$ cat src/rtl/multi16_arbiter_pkg.sv
// Shared widths, in-flight tag type and round-robin scan helper for the multi16 arbiter.
package multi16_arbiter_pkg;

    localparam int unsigned DATA_W   = 17;
    localparam int unsigned TW_W     = 8;
    localparam int unsigned NREQ_MAX = 8;
    localparam int unsigned IDW_MAX  = 3;
    localparam int unsigned CNT_W    = IDW_MAX + 1;

    typedef struct packed {
        logic               vld;
        logic [IDW_MAX-1:0] id;
    } tag_t;

    // First set bit of vec scanning upward from ptr, wrapping modulo nreq.
    function automatic logic [IDW_MAX-1:0] rr_next(
        input logic [IDW_MAX-1:0]  ptr,
        input logic [NREQ_MAX-1:0] vec,
        input logic [CNT_W-1:0]    nreq
    );
        logic [IDW_MAX-1:0] win;
        logic               found;
        logic [CNT_W-1:0]   idx;
        win   = '0;
        found = 1'b0;
        for (int unsigned k = 0; k < NREQ_MAX; k++) begin
            idx = CNT_W'(ptr) + CNT_W'(k);
            if (idx >= nreq) begin
                idx = idx - nreq;
            end
            if (!found && (CNT_W'(k) < nreq) && vec[idx[IDW_MAX-1:0]]) begin
                win   = idx[IDW_MAX-1:0];
                found = 1'b1;
            end
        end
        return win;
    endfunction

endpackage

$ cat src/rtl/multi16_arbiter_if.sv
// Requester, multiplier and response signals of the multi16 arbiter.
interface multi16_arbiter_if
    import multi16_arbiter_pkg::*;
#(
    parameter int unsigned NREQ = 4
);
    logic [NREQ-1:0]        req_valid;
    logic [NREQ-1:0]        req_ready;
    logic [NREQ*DATA_W-1:0] req_a;
    logic [NREQ*TW_W-1:0]   req_b;
    logic [DATA_W-1:0]      mul_a;
    logic [TW_W-1:0]        mul_b;
    logic [DATA_W-1:0]      mul_result;
    logic [NREQ-1:0]        rsp_valid;
    logic [DATA_W-1:0]      rsp_data;
    logic                   busy;

    modport master (
        output req_valid, req_a, req_b, mul_result,
        input  req_ready, mul_a, mul_b, rsp_valid, rsp_data, busy
    );

    modport slave (
        input  req_valid, req_a, req_b, mul_result,
        output req_ready, mul_a, mul_b, rsp_valid, rsp_data, busy
    );
endinterface

$ cat src/rtl/multi16_arbiter_rr_pick.sv
// Combinational round-robin grant: one-hot grant, its index and an any-request flag.
module multi16_arbiter_rr_pick
    import multi16_arbiter_pkg::*;
#(
    parameter int unsigned NREQ = 4,
    parameter int unsigned IDW  = 2
) (
    input  logic [NREQ-1:0] req_valid,
    input  logic [IDW-1:0]  ptr,
    output logic [NREQ-1:0] grant_c,
    output logic [IDW-1:0]  idx_c,
    output logic            any_c
);

    assign any_c   = |req_valid;
    assign idx_c   = IDW'(rr_next(IDW_MAX'(ptr), NREQ_MAX'(req_valid), CNT_W'(NREQ)));
    assign grant_c = any_c ? (NREQ'(1) << idx_c) : '0;

endmodule

$ cat src/rtl/multi16_arbiter.sv
// Shares one multi16 multiplier among NREQ requesters; tags each issue and routes
// the product back to its issuer MUL_LAT+1 edges after acceptance.
module multi16_arbiter
    import multi16_arbiter_pkg::*;
#(
    parameter int unsigned NREQ    = 4,
    parameter int unsigned MUL_LAT = 1,
    parameter int unsigned IDW     = 2
) (
    input  logic            clk,
    input  logic            rst_n,
    multi16_arbiter_if.slave bus
);

    logic                 en_q;
    logic [IDW-1:0]       ptr_q;
    logic [IDW-1:0]       ptr_d;
    logic [NREQ-1:0]      grant_c;
    logic [IDW-1:0]       gnt_idx_c;
    logic                 any_c;
    logic                 hs_c;
    tag_t                 issue_c;
    tag_t [MUL_LAT:0]     tag_q;
    tag_t [MUL_LAT:0]     tag_d;
    logic [NREQ-1:0]      rsp_valid_d;
    logic                 busy_d;

    multi16_arbiter_rr_pick #(
        .NREQ (NREQ),
        .IDW  (IDW)
    ) u_rr_pick (
        .req_valid (bus.req_valid),
        .ptr       (ptr_q),
        .grant_c   (grant_c),
        .idx_c     (gnt_idx_c),
        .any_c     (any_c)
    );

    // Grants are held off for the first cycle out of reset so req_ready reads 0 in reset.
    assign bus.req_ready = en_q ? grant_c : '0;
    assign hs_c          = en_q & any_c;

    always_comb begin
        ptr_d       = ptr_q;
        issue_c     = '0;
        rsp_valid_d = '0;
        busy_d      = 1'b0;
        if (hs_c) begin
            ptr_d   = (gnt_idx_c == IDW'(NREQ - 1)) ? '0 : gnt_idx_c + 1'b1;
            issue_c = '{vld: 1'b1, id: IDW_MAX'(gnt_idx_c)};
        end
        tag_d = {tag_q[MUL_LAT-1:0], issue_c};
        if (tag_q[MUL_LAT].vld) begin
            rsp_valid_d = NREQ'(1) << tag_q[MUL_LAT].id;
        end
        busy_d = |rsp_valid_d;
        for (int unsigned s = 0; s <= MUL_LAT; s++) begin
            busy_d = busy_d | tag_d[s].vld;
        end
    end

    // Operands only move on an accept; rsp_data only moves on a delivered product.
    always_ff @(posedge clk or negedge rst_n) begin
        if (!rst_n) begin
            en_q          <= 1'b0;
            ptr_q         <= '0;
            tag_q         <= '0;
            bus.mul_a     <= '0;
            bus.mul_b     <= '0;
            bus.rsp_valid <= '0;
            bus.rsp_data  <= '0;
            bus.busy      <= 1'b0;
        end else begin
            en_q          <= 1'b1;
            ptr_q         <= ptr_d;
            tag_q         <= tag_d;
            bus.rsp_valid <= rsp_valid_d;
            bus.busy      <= busy_d;
            if (hs_c) begin
                bus.mul_a <= bus.req_a[gnt_idx_c*DATA_W +: DATA_W];
                bus.mul_b <= bus.req_b[gnt_idx_c*TW_W +: TW_W];
            end
            if (tag_q[MUL_LAT].vld) begin
                bus.rsp_data <= bus.mul_result;
            end
            assert (!tag_q[MUL_LAT].vld || (32'(tag_q[MUL_LAT].id) < NREQ));
        end
    end

endmodule
$ cat src/flat_wrapper.sv
// flat-port wrapper written by rule: the top's interface ports become plain ports
module multi16_arbiter_flat import multi16_arbiter_pkg::*;
#(
    parameter int unsigned NREQ    = 4,
    parameter int unsigned MUL_LAT = 1,
    parameter int unsigned IDW     = 2
)
  (clk, rst_n, bus_req_valid, bus_req_a, bus_req_b, bus_mul_result, bus_req_ready, bus_mul_a, bus_mul_b, bus_rsp_valid, bus_rsp_data, bus_busy);
  multi16_arbiter_if #(.NREQ(NREQ)) bus_i ();
  input  logic clk;
  input  logic rst_n;
  input wire logic [$bits(bus_i.req_valid)-1:0] bus_req_valid;
  input wire logic [$bits(bus_i.req_a)-1:0] bus_req_a;
  input wire logic [$bits(bus_i.req_b)-1:0] bus_req_b;
  input wire logic [$bits(bus_i.mul_result)-1:0] bus_mul_result;
  output wire logic [$bits(bus_i.req_ready)-1:0] bus_req_ready;
  output wire logic [$bits(bus_i.mul_a)-1:0] bus_mul_a;
  output wire logic [$bits(bus_i.mul_b)-1:0] bus_mul_b;
  output wire logic [$bits(bus_i.rsp_valid)-1:0] bus_rsp_valid;
  output wire logic [$bits(bus_i.rsp_data)-1:0] bus_rsp_data;
  output wire logic [$bits(bus_i.busy)-1:0] bus_busy;
  assign bus_i.req_valid = bus_req_valid;
  assign bus_i.req_a = bus_req_a;
  assign bus_i.req_b = bus_req_b;
  assign bus_i.mul_result = bus_mul_result;
  assign bus_req_ready = bus_i.req_ready;
  assign bus_mul_a = bus_i.mul_a;
  assign bus_mul_b = bus_i.mul_b;
  assign bus_rsp_valid = bus_i.rsp_valid;
  assign bus_rsp_data = bus_i.rsp_data;
  assign bus_busy = bus_i.busy;
  multi16_arbiter #(.NREQ(NREQ), .MUL_LAT(MUL_LAT), .IDW(IDW)) u_core (.clk(clk), .rst_n(rst_n), .bus(bus_i));
endmodule
$ cat config.mk
export PLATFORM = sky130hd
export DESIGN_NAME = multi16_arbiter_flat
export DESIGN_NICKNAME = d
export VERILOG_FILES = /design/src/rtl/multi16_arbiter_pkg.sv /design/src/rtl/multi16_arbiter_if.sv /design/src/rtl/multi16_arbiter_rr_pick.sv /design/src/rtl/multi16_arbiter.sv /design/src/flat_wrapper.sv
export SDC_FILE = /design/constraint.sdc
export NUM_CORES = 1
export LEC_CHECK = 0
export ABC_AREA = 1
export CAP_MARGIN = 10
export CORE_MARGIN = 2
export CORE_UTILIZATION = 49
export CTS_CLUSTER_SIZE = 28
export DETAILED_ROUTE_END_ITERATION = 8
export DONT_BUFFER_PORTS = 1
export SLEW_MARGIN = 20
export SYNTH_ARGS = -nofsm -noshare
export SYNTH_HDL_FRONTEND = slang
export SYNTH_SLANG_ARGS = --single-unit
$ cat constraint.sdc
create_clock -name clk -period 6.2 [get_ports clk]
set_clock_uncertainty 0.2 [all_clocks]
set_input_delay 0.93 -clock clk [delete_from_list [all_inputs] [get_ports clk]]
set_output_delay 0.93 -clock clk [all_outputs]
set_load 0.01 [all_outputs]
==> results of run 1 <==
[metal layers]
layer,vias to the layer above,wire [um],global-route usage,part of all wire
met4,0,102,0.0582,0.012
met1,1317,3600,0.280,0.44
met5,-,0,0,0
li1,1527,-,-,-
met3,13,782,0.0600,0.095
met2,133,3770,0.350,0.46
[per-stage QoR]
stage                     hold slack [ns]  power [uW]   util  setup slack, ns  instance area (um2)
final                               0.108        2350  0.511             1.51                 3410
after detailed placement            0.141        2090  0.491             1.84                 3280
after CTS                          0.0935        2380  0.510             1.49                 3410
after global routing               0.0810        2640  0.511             1.14                 3410
after floorplan                     0.131        1910      -             3.03                 3330
after global placement              0.136        2070  0.491             1.92                 3280
[worst paths after layout]
kind	end	depth (start not counted)	slack [ns]
max	bus_req_ready[1]	11	1.51
min	u_core.en_q	0	0.11
max reg2reg	u_core.ptr_q[1]	13	2.55
min reg2reg	u_core.tag_q[5]	0	0.17
max in group asynchronous	u_core.bus.mul_b[7]	0	5.59
min in group clk	u_core.tag_q[5]	0	0.17
[critical path, cell delays in order, from the launching register on]
cell and delay, ns:
dfrtp_1 0.59, inv_6 0.07, ha_1 0.35, inv_1 0.16, nand3_1 0.11, nand2_2 0.13, a21oi_1 0.09, nand2_2 0.68
nand2_4 0.52, nor2_1 0.33, nand2_1 0.09, clkinv_1 0.12
[state kept, by name (all words and copies together), names as in the netlist]
register              cells
u_core.bus.mul_b          8
u_core.ptr_q              2
u_core.tag_d              3
u_core.bus.rsp_valid      4
u_core.en_q               1
u_core.tag_q              3
u_core.bus.busy           1
u_core.bus.mul_a         17
u_core.bus.rsp_data      17
[power by group]
group	switching, uW	internal [uW]	total [uW]
logic	1000	447	1450
registers	142	481	623
clock network	116	159	275
total	1260	1090	2350
[final cells by class]
class / count / area [um2]
clock buffers: 5 / 68.8
clock inverters: 2 / 60.1
fillers: 683 / 3270
inverters: 15 / 61.3
multi-input cells: 412 / 1710
flip-flops and latches: 56 / 1400
well taps: 80 / 100
repair buffers: 1 / 7.51
[cells in the final DEF (no fill, tap or decap), types with 2 or more instances in the layout]
master | netlist | layout
nand3_2 | 2 | 2
clkbuf_8 | 0 | 5
nor2_4 | 1 | 2
a21oi_1 | 2 | 2
nand2_2 | 4 | 4
inv_2 | 2 | 2
nand2_1 | 321 | 321
nor3_1 | 5 | 5
dfrtp_1 | 56 | 56
nor2_2 | 2 | 2
nand2_4 | 2 | 2
nand3_1 | 59 | 59
nor2_1 | 8 | 7
ha_1 | 2 | 2
bufinv_16 | 0 | 2
inv_1 | 11 | 11
[kinds of logic after synthesis]
group,Yosys count,share of synthesized area
AO/OA/AOI/OAI,4,0.00713
adder cells (fa/ha/maj),2,0.00751
buffers and inverters,45,0.0676
flip-flops,56,0.421
other,1,0.00113
AND/OR/NAND/NOR,405,0.496
==> results.cfg, run 1 <==
[outcome]
status = finished clean

[placed_design]
io_buffers = 0
dp_hpwl_mm = 5.86
place_inst = 564
routabilityCongestion = 0.808

[floorplanning]
dieArea_um2 = 7480
die_y_um = 86.5
ioPinCount = 174
core_area_um2 = 6680
dieWidth_um = 86.5
initial_core_util = 0.499
rows = 30

[grt]
grt-ovfl-total = 0
grt_max_degree = 57
track_usage = 0.214
antenna_found_initial = 0
grt_pass1_vias = 2531
grt_first_pass_wirelength_mm = 12.7

[yosys]
synthTopCellsByArea = dfrtp_1 42%, nand2_1 36%, nand3_1 8.9%, buf_2 2.6%, inv_1 1.2%
yosys.area.top_type = dfrtp_1
ys_warn_count = 0
synth_edf_count = 0
synth-main-ff-cell = dfrtp_1
synth_common_cells = 321 x nand2_1, 59 x nand3_1, 56 x dfrtp_1
syn-num-nets = 638
synth_top_area_share = 0.421
ys_types = 25
syn-cell-area_um2 = 3330
syn_area_per_cell_um2 = 6.50
syn_inst = 513
synthArstFlopShare = 1.00
synth.most_common_cell = nand2_1
yosysSeqAreaShare = 0.421
synth-seq-cells = 56

[sta]
drv_slew = 0
maxSlewHeadroom = 0.354
tightest_slew_ns = 0.968
setup-violations-final = 0
final_hold_viol_count = 0
fin_crit_sh = 0.757
max_freq_mhz = 213
rsz0062_at_grt = no
fin_setup_tns_ns = 0
period_needed_ns = 4.69

[detailed_routing]
via_per_inst = 5.24
drcViolationCount = 0
firstDrtPassIters = 4
drt_iter0_drc = 136
drt-wirelength-per-cell_um = 14.5
ant_nets = 0
vias = 2990
wirelength_mm = 8.25

[cells_and_area]
drive_above_1_share = 0.0489
final_cells = 571
nets = 616
n_antenna_cell = 0
area_growth_pct = 2.40

[worst_setup_path]
required_ns = 5.07
critical_path_class = flop to output pin
startpoint_type = flop
crit_start = u_core.ptr_q[0]
cp-end-kind = output pin
timing.rr.start = u_core.ptr_q[0]
worstPathMaxFanout = 54
arrival_ns = 3.56

[pwr]
ir_drop_mv = 0.519
leakagePower_uw = 0.00199
power_density_nw_per_um2 = 688

[cts]
clockBufferDepth = 2
cts.clk_slew.worst_paths_ns = 0.10
post_cts_buffers = 0
ctsHoldBuffers = 0
clk_latency_ns = 0.31
cts.sinks = 56
cts_root_buf = clkbuf_8
cts_resized = 0
cts_tree = yes
htreeDepth = 2
numCtsBuffers = 5

[job]
maxCapViolCount = 0

[min_path]
hp-class = input port to asynchronous set/reset pin
No activity file was read; power rests on OpenSTA's default activity.
==> run 2, diff against run 1 <==
Settings changed: ABC_AREA 1 to 0, PLACE_DENSITY from default to 0.66.
Clock period 6.2 ns to 4.3 ns, I/O delays scaled along.
==> run 2 against run 1 <==
  * Flip-flop and latch count stayed put
  * Largest power group unchanged
  * Utilization is 0.80 points higher
  * Die area is 28% higher
  * Non-clock buffer count is 17 higher
  * First-iteration DRC count is 83% higher
  * Critical endpoint is now bus_req_ready[3]
  * Highest routed layer unchanged
  * Clock power is 15% higher
  * Design area is 31% higher
  * Count of clock-buffer cells in the layout stayed put
  * Combinational power is 74% higher
  * Sequential power is 44% higher
  * Global-route usage is 4.3 points higher
==> results.cfg, run 2 <==
[outcome]
status = finished clean

[yosys]
synth_edf_count = 0
ys_warn_count = 0
synth_common_cells = 56 x dfrtp_1, 40 x nand2_1, 28 x nor3_1
syn_area_per_cell_um2 = 9.23
ys_types = 51
synth-seq-cells = 56
synth.most_common_cell = dfrtp_1
synthArstFlopShare = 1.00
syn-cell-area_um2 = 4300
synthTopCellsByArea = dfrtp_1 33%, mux2_2 5.8%, mux2i_1 5.1%, a211oi_1 3.5%, nand2_1 3.5%
syn-num-nets = 591
syn_inst = 466
synth_top_area_share = 0.326
yosys.area.top_type = dfrtp_1
yosysSeqAreaShare = 0.326
synth-main-ff-cell = dfrtp_1

[sta]
fin_crit_sh = 0.919
maxSlewHeadroom = 0.441
max_freq_mhz = 253
rsz0062_at_grt = no
fin_setup_tns_ns = 0
drv_slew = 0
final_hold_viol_count = 0
setup-violations-final = 0
period_needed_ns = 3.95
tightest_slew_ns = 0.839

[detailed_routing]
ant_nets = 0
highest_layer = met4
wirelength_mm = 12.8
drt_iter0_drc = 249
met1Wirelength_mm = 5.39
firstDrtPassIters = 5
drt-wirelength-per-cell_um = 23.3
via_per_inst = 7.03
dr_wl_met3_mm = 1.05
dr_wl_met2_mm = 6.15
vias = 3859
drcViolationCount = 0

[floorplanning]
die_y_um = 97.7
core_area_um2 = 8640
rows = 34
dieArea_um2 = 9540
ioPinCount = 174
dieWidth_um = 97.7
initial_core_util = 0.498

[cells_and_area]
largest_registers = u_core.bus.mul_a x17, u_core.bus.rsp_data x17, u_core.bus.mul_b x8
multiInputGateArea_um2 = 2640
area_growth_pct = 4.16
final_area_um2 = 4480
layout_common_cells = 55 x dfrtp_1, 40 x nand2_1, 28 x nor3_1
nets = 565
final_common_cell = dfrtp_1
seq_area_um2 = 1410
drive_above_1_share = 0.181
fill_cells = 799
n_antenna_cell = 0

[cts]
numCtsBuffers = 5
cts.clk_slew.worst_paths_ns = 0.11
cts.sinks = 56
cts_tree = yes
clockBufferDepth = 2
cts_root_buf = clkbuf_8
cts_resized = 0
htreeDepth = 2
clk_latency_ns = 0.33

[grt]
grt-ovfl-total = 0
grt_max_degree = 57
track_usage = 0.257
grt_first_pass_wirelength_mm = 20.0
grt_pass1_vias = 3845
antenna_found_initial = 0

[worst_setup_path]
required_ns = 3.45
cp-end-kind = output pin
critical_path_class = flop to output pin
worstPathMaxFanout = 10
arrival_ns = 3.11
startpoint_type = flop

[job]
maxCapViolCount = 0

[pwr]
leakagePower_uw = 0.00179
power_density_nw_per_um2 = 837
ir_drop_mv = 0.383

[min_path]
hp-class = flop to flop

[placed_design]
place_area_um2 = 4350
routabilityCongestion = 0.917
dp_hpwl_mm = 8.74
io_buffers = 0
-- run 2: changes by cell type in the layout (fill, tap and decap cells not counted), sizes merged, moves of 16 or more --
cell,previous run,this run
a211oi,0,20
a21oi,3,20
buf,1,17
mux2,0,30
mux2i,0,22
nand2,327,42
nand3,61,6
nor2,11,28
nor3,5,28
o221ai,0,16
o31a,0,17
-- run 2: critical path, cell delays in order, from the launching register on --
cell	delay (ns)
dfrtp_1	0.58
inv_1	0.17
ha_1	0.51
mux4_2	0.55
nor2_1	0.13
o21a_1	0.21
o32a_2	0.22
nand2_1	0.12
nor2_1	0.30
-- run 2: logic make-up (layout without fill, tap and decap cells) --
group                    after synthesis  count (layout)  synth area share
buffers and inverters                 65              40            0.0675
AO/OA/AOI/OAI                        156             156             0.302
other                                  1               1          0.000872
adder cells (fa/ha/maj)                2               2           0.00582
XOR/XNOR                               1               1           0.00204
AND/OR/NAND/NOR                      130             130             0.143
multiplexers                          55              55             0.152
flip-flops                            56              56             0.326
-- run 2: stage by stage --
stage	setup slack (ns)	power, uW	hold slack (ns)	util	instances
final	0.347	3750	0.162	0.519	549
after global routing	0.107	4010	0.172	0.519	549
after CTS	0.352	3730	0.167	0.519	549
after detailed placement	0.730	3390	0.139	0.503	539
after global placement	0.827	3330	0.133	0.503	539
after floorplan	0.699	2860	0.131	-	466
-- run 2: final timing paths --
check / start / end / slack, ns / cells past startpoint
worst max register to register: u_core.ptr_q[1] / u_core.bus.mul_a[8] / 0.74 / 9
worst min register to register: u_core.tag_d[5] / u_core.tag_q[5] / 0.16 / 0
min in group asynchronous: rst_n / u_core.bus.mul_a[5] / 0.67 / 2
max in group asynchronous: rst_n / u_core.ptr_q[0] / 2.95 / 2
worst min-delay path: u_core.tag_d[5] / u_core.tag_q[5] / 0.16 / 0
worst max-delay path: u_core.ptr_q[1] / bus_req_ready[3] / 0.35 / 8
-- run 2: metal layers --
metal  vias to the layer above  track usage
li1                       1754            -
met1                      1923        0.351
met2                       170        0.408
met3                        12       0.0619
met4                         0       0.0694
met5                         -            0
-- run 2: where the power goes --
part           total [uW]  switching, uW  internal (uW)  leakage [uW]
registers             899            200            699      0.000682
clock network         316            197            120     0.0000452
logic                2530           1520           1020       0.00106
-- run 2: cell type report --
cell class,count,area share
Clock buffer,5,0.0154
Clock inverter,3,0.00559
Inverter,14,0.0117
Multi-Input combinational cell,345,0.588
Sequential cell,56,0.314
Tap cell,108,0.0302
Timing Repair Buffer,18,0.0352
-- run 2: repair_timing --
action	in CTS	in global routing
hold endpoints to repair	56	0
setup buffers	0	0
hold buffers	2	0
setup endpoints to repair	0	0
==> run 3, diff against run 2 <==
Settings changed: BUFFER_PORTS_ARGS from default to -buffer_cell sky130_fd_sc_hd__buf_2, CORE_UTILIZATION 49 to 45, DONT_BUFFER_PORTS 1 to default, PLACE_DENSITY 0.66 to 0.78.
==> run 3 against run 2 <==
  * Utilization up 5.9 points
  * Sequential power down 11%
  * Via count up 16%
  * Global-route usage up 0.38 points
  * Hold slack worse by 0.013 ns
  * Design area up 19%
  * Total power up 4.4%
  * Critical path depth up 2
  * Count of clock-buffer cells in the layout unchanged
  * Cell count up 35%
  * Clock power about the same
  * Flip-flop and latch count unchanged
==> results.cfg, run 3 (synthesis results as in run 2) <==
[outcome]
status = finished clean

[floorplanning]
ioPinCount = 174
initial_core_util = 0.465
rows = 35
core_area_um2 = 9240
dieArea_um2 = 10400
dieWidth_um = 102
die_y_um = 102

[placed_design]
io_buffers = 173
routabilityCongestion = 0.893
place_area_um2 = 5230
dp_hpwl_mm = 9.58

[grt]
grt_first_pass_wirelength_mm = 21.4
track_usage = 0.260
antenna_found_initial = 0
grt_pass1_vias = 4253
grt-ovfl-total = 0
grt_max_degree = 95

[cells_and_area]
drive_above_1_share = 0.411
largest_registers = u_core.bus.mul_a x17, u_core.bus.rsp_data x17, u_core.bus.mul_b x8
nets = 735
final_common_cell = buf_2
area_growth_pct = 24.1
final_area_um2 = 5340
fin_util = 0.578
layout_common_cells = 173 x buf_2, 55 x dfrtp_1, 40 x nand2_1

[sta]
period_needed_ns = 4.06
timing.hold.ws_ns = 0.148
maxSlewHeadroom = 0.438
rsz0062_at_grt = no
setup-violations-final = 0
fin_setup_tns_ns = 0
fin_crit_sh = 0.943
max_freq_mhz = 246
tightest_slew_ns = 0.842
drv_slew = 0
final_hold_viol_count = 0

[min_path]
hp-class = input port to asynchronous set/reset pin

[detailed_routing]
drcViolationCount = 0
ant_nets = 0
drt-wirelength-per-cell_um = 18.5
wirelength_mm = 13.7
firstDrtPassIters = 5
drt_iter0_drc = 318
vias = 4491
via_per_inst = 6.05

[worst_setup_path]
arrival_ns = 3.21
cp-end-kind = output pin
required_ns = 3.45
worstPathMaxFanout = 14
critical_path_class = flop to output pin
critPathSlowestCell = dfrtp_1
startpoint_type = flop
path_cells = inv_1 > ha_1 > mux2i_1 > o22ai_1 > buf_4 > a21oi_1 > o32a_2 > nand2_1 > nor2_1 > buf_2
critical-path-max-stage-delay_ns = 0.59

[pwr]
ir_drop_mv = 0.440
p_clk_frac = 0.080
leakagePower_uw = 0.00247
p_seq_frac = 0.205
switching_share = 0.498
internal_power_uw = 1960
power_density_nw_per_um2 = 733
p_sw_uw = 1950
power_frac_comb = 0.715

[cts]
numCtsBuffers = 5
htreeDepth = 2
clockBufferDepth = 2
cts.clk_slew.worst_paths_ns = 0.11
cts_root_buf = clkbuf_8
cts_tree = yes
ctsHoldBuffers = 0
clk_latency_ns = 0.31
cts.sinks = 56
post_cts_buffers = 0

[job]
maxCapViolCount = 0
run 3: changes by cell type in the layout (fill, tap and decap cells not counted):
cell / delta
clkinv_4: +1
inv_8: +1
inv_6: -2
buf_4: -2
diode_2: +2
dlygate4sd3_1: -1
buf_6: +1
buf_2: +173
buf_16: -1
run 3: critical path, delay by kind of cell (launching register included):
family	cells	cell delay (ns)
AO/OA/AOI/OAI	3	0.69
adder cells (fa/ha/maj)	1	0.52
buffers and inverters	3	0.51
AND/OR/NAND/NOR	2	0.26
flip-flops	1	0.59
multiplexers	1	0.32
run 3: final timing paths:
kind	start	endpoint	slack, ns	cells after the start
worst max-delay path	u_core.ptr_q[1]	bus_req_ready[3]	0.24	10
worst min-delay path	rst_n	u_core.bus.rsp_data[14]	0.15	1
worst max register to register	u_core.ptr_q[1]	u_core.bus.mul_a[5]	0.72	9
worst min register to register	u_core.tag_d[4]	u_core.tag_q[4]	0.16	0
max in group asynchronous	rst_n	u_core.ptr_q[0]	2.85	2
min in group clk	u_core.tag_d[4]	u_core.tag_q[4]	0.16	0
run 3: per-layer routing:
metal / part of all wire / track usage / vias to the layer above
met5: 0 / 0 / -
met4: 0.022 / 0.103 / 0
met3: 0.058 / 0.0304 / 24
met2: 0.49 / 0.427 / 204
met1: 0.44 / 0.351 / 2153
li1: - / - / 2110
run 3: repair_timing:
item / 4_1_cts / 5_1_grt
setup endpoints to repair: 0 / 2
gates resized for setup: 0 / 1
hold endpoints to repair: 0 / 0
run 3: power groups by stage:
stage               clock network, uW  logic [uW]  registers [uW]
floorplan                           0        2000             854
global placement                    0        2700             805
detailed placement                  0        2760             809
CTS                               324        2770             800
global route                      346        3030             825
finish                            313        2800             801
run 3: per-stage QoR:
step	cells	total power, uW	worst slack (ns)
floorplan	466	2860	0.699
global placement	732	3510	0.680
detailed placement	732	3570	0.610
CTS	740	3900	0.257
global route	740	4200	0.0248
finish	742	3910	0.243
run 3: cell type report:
cell class              instances  area (um2)
fillers                       854        3900
multi-input cells             345        2640
flip-flops and latches         56        1410
repair buffers                188         982
well taps                     129         161
clock buffers                   5        68.8
inverters                      14        52.6
clock inverters                 3        27.5
diodes                          2        5.00
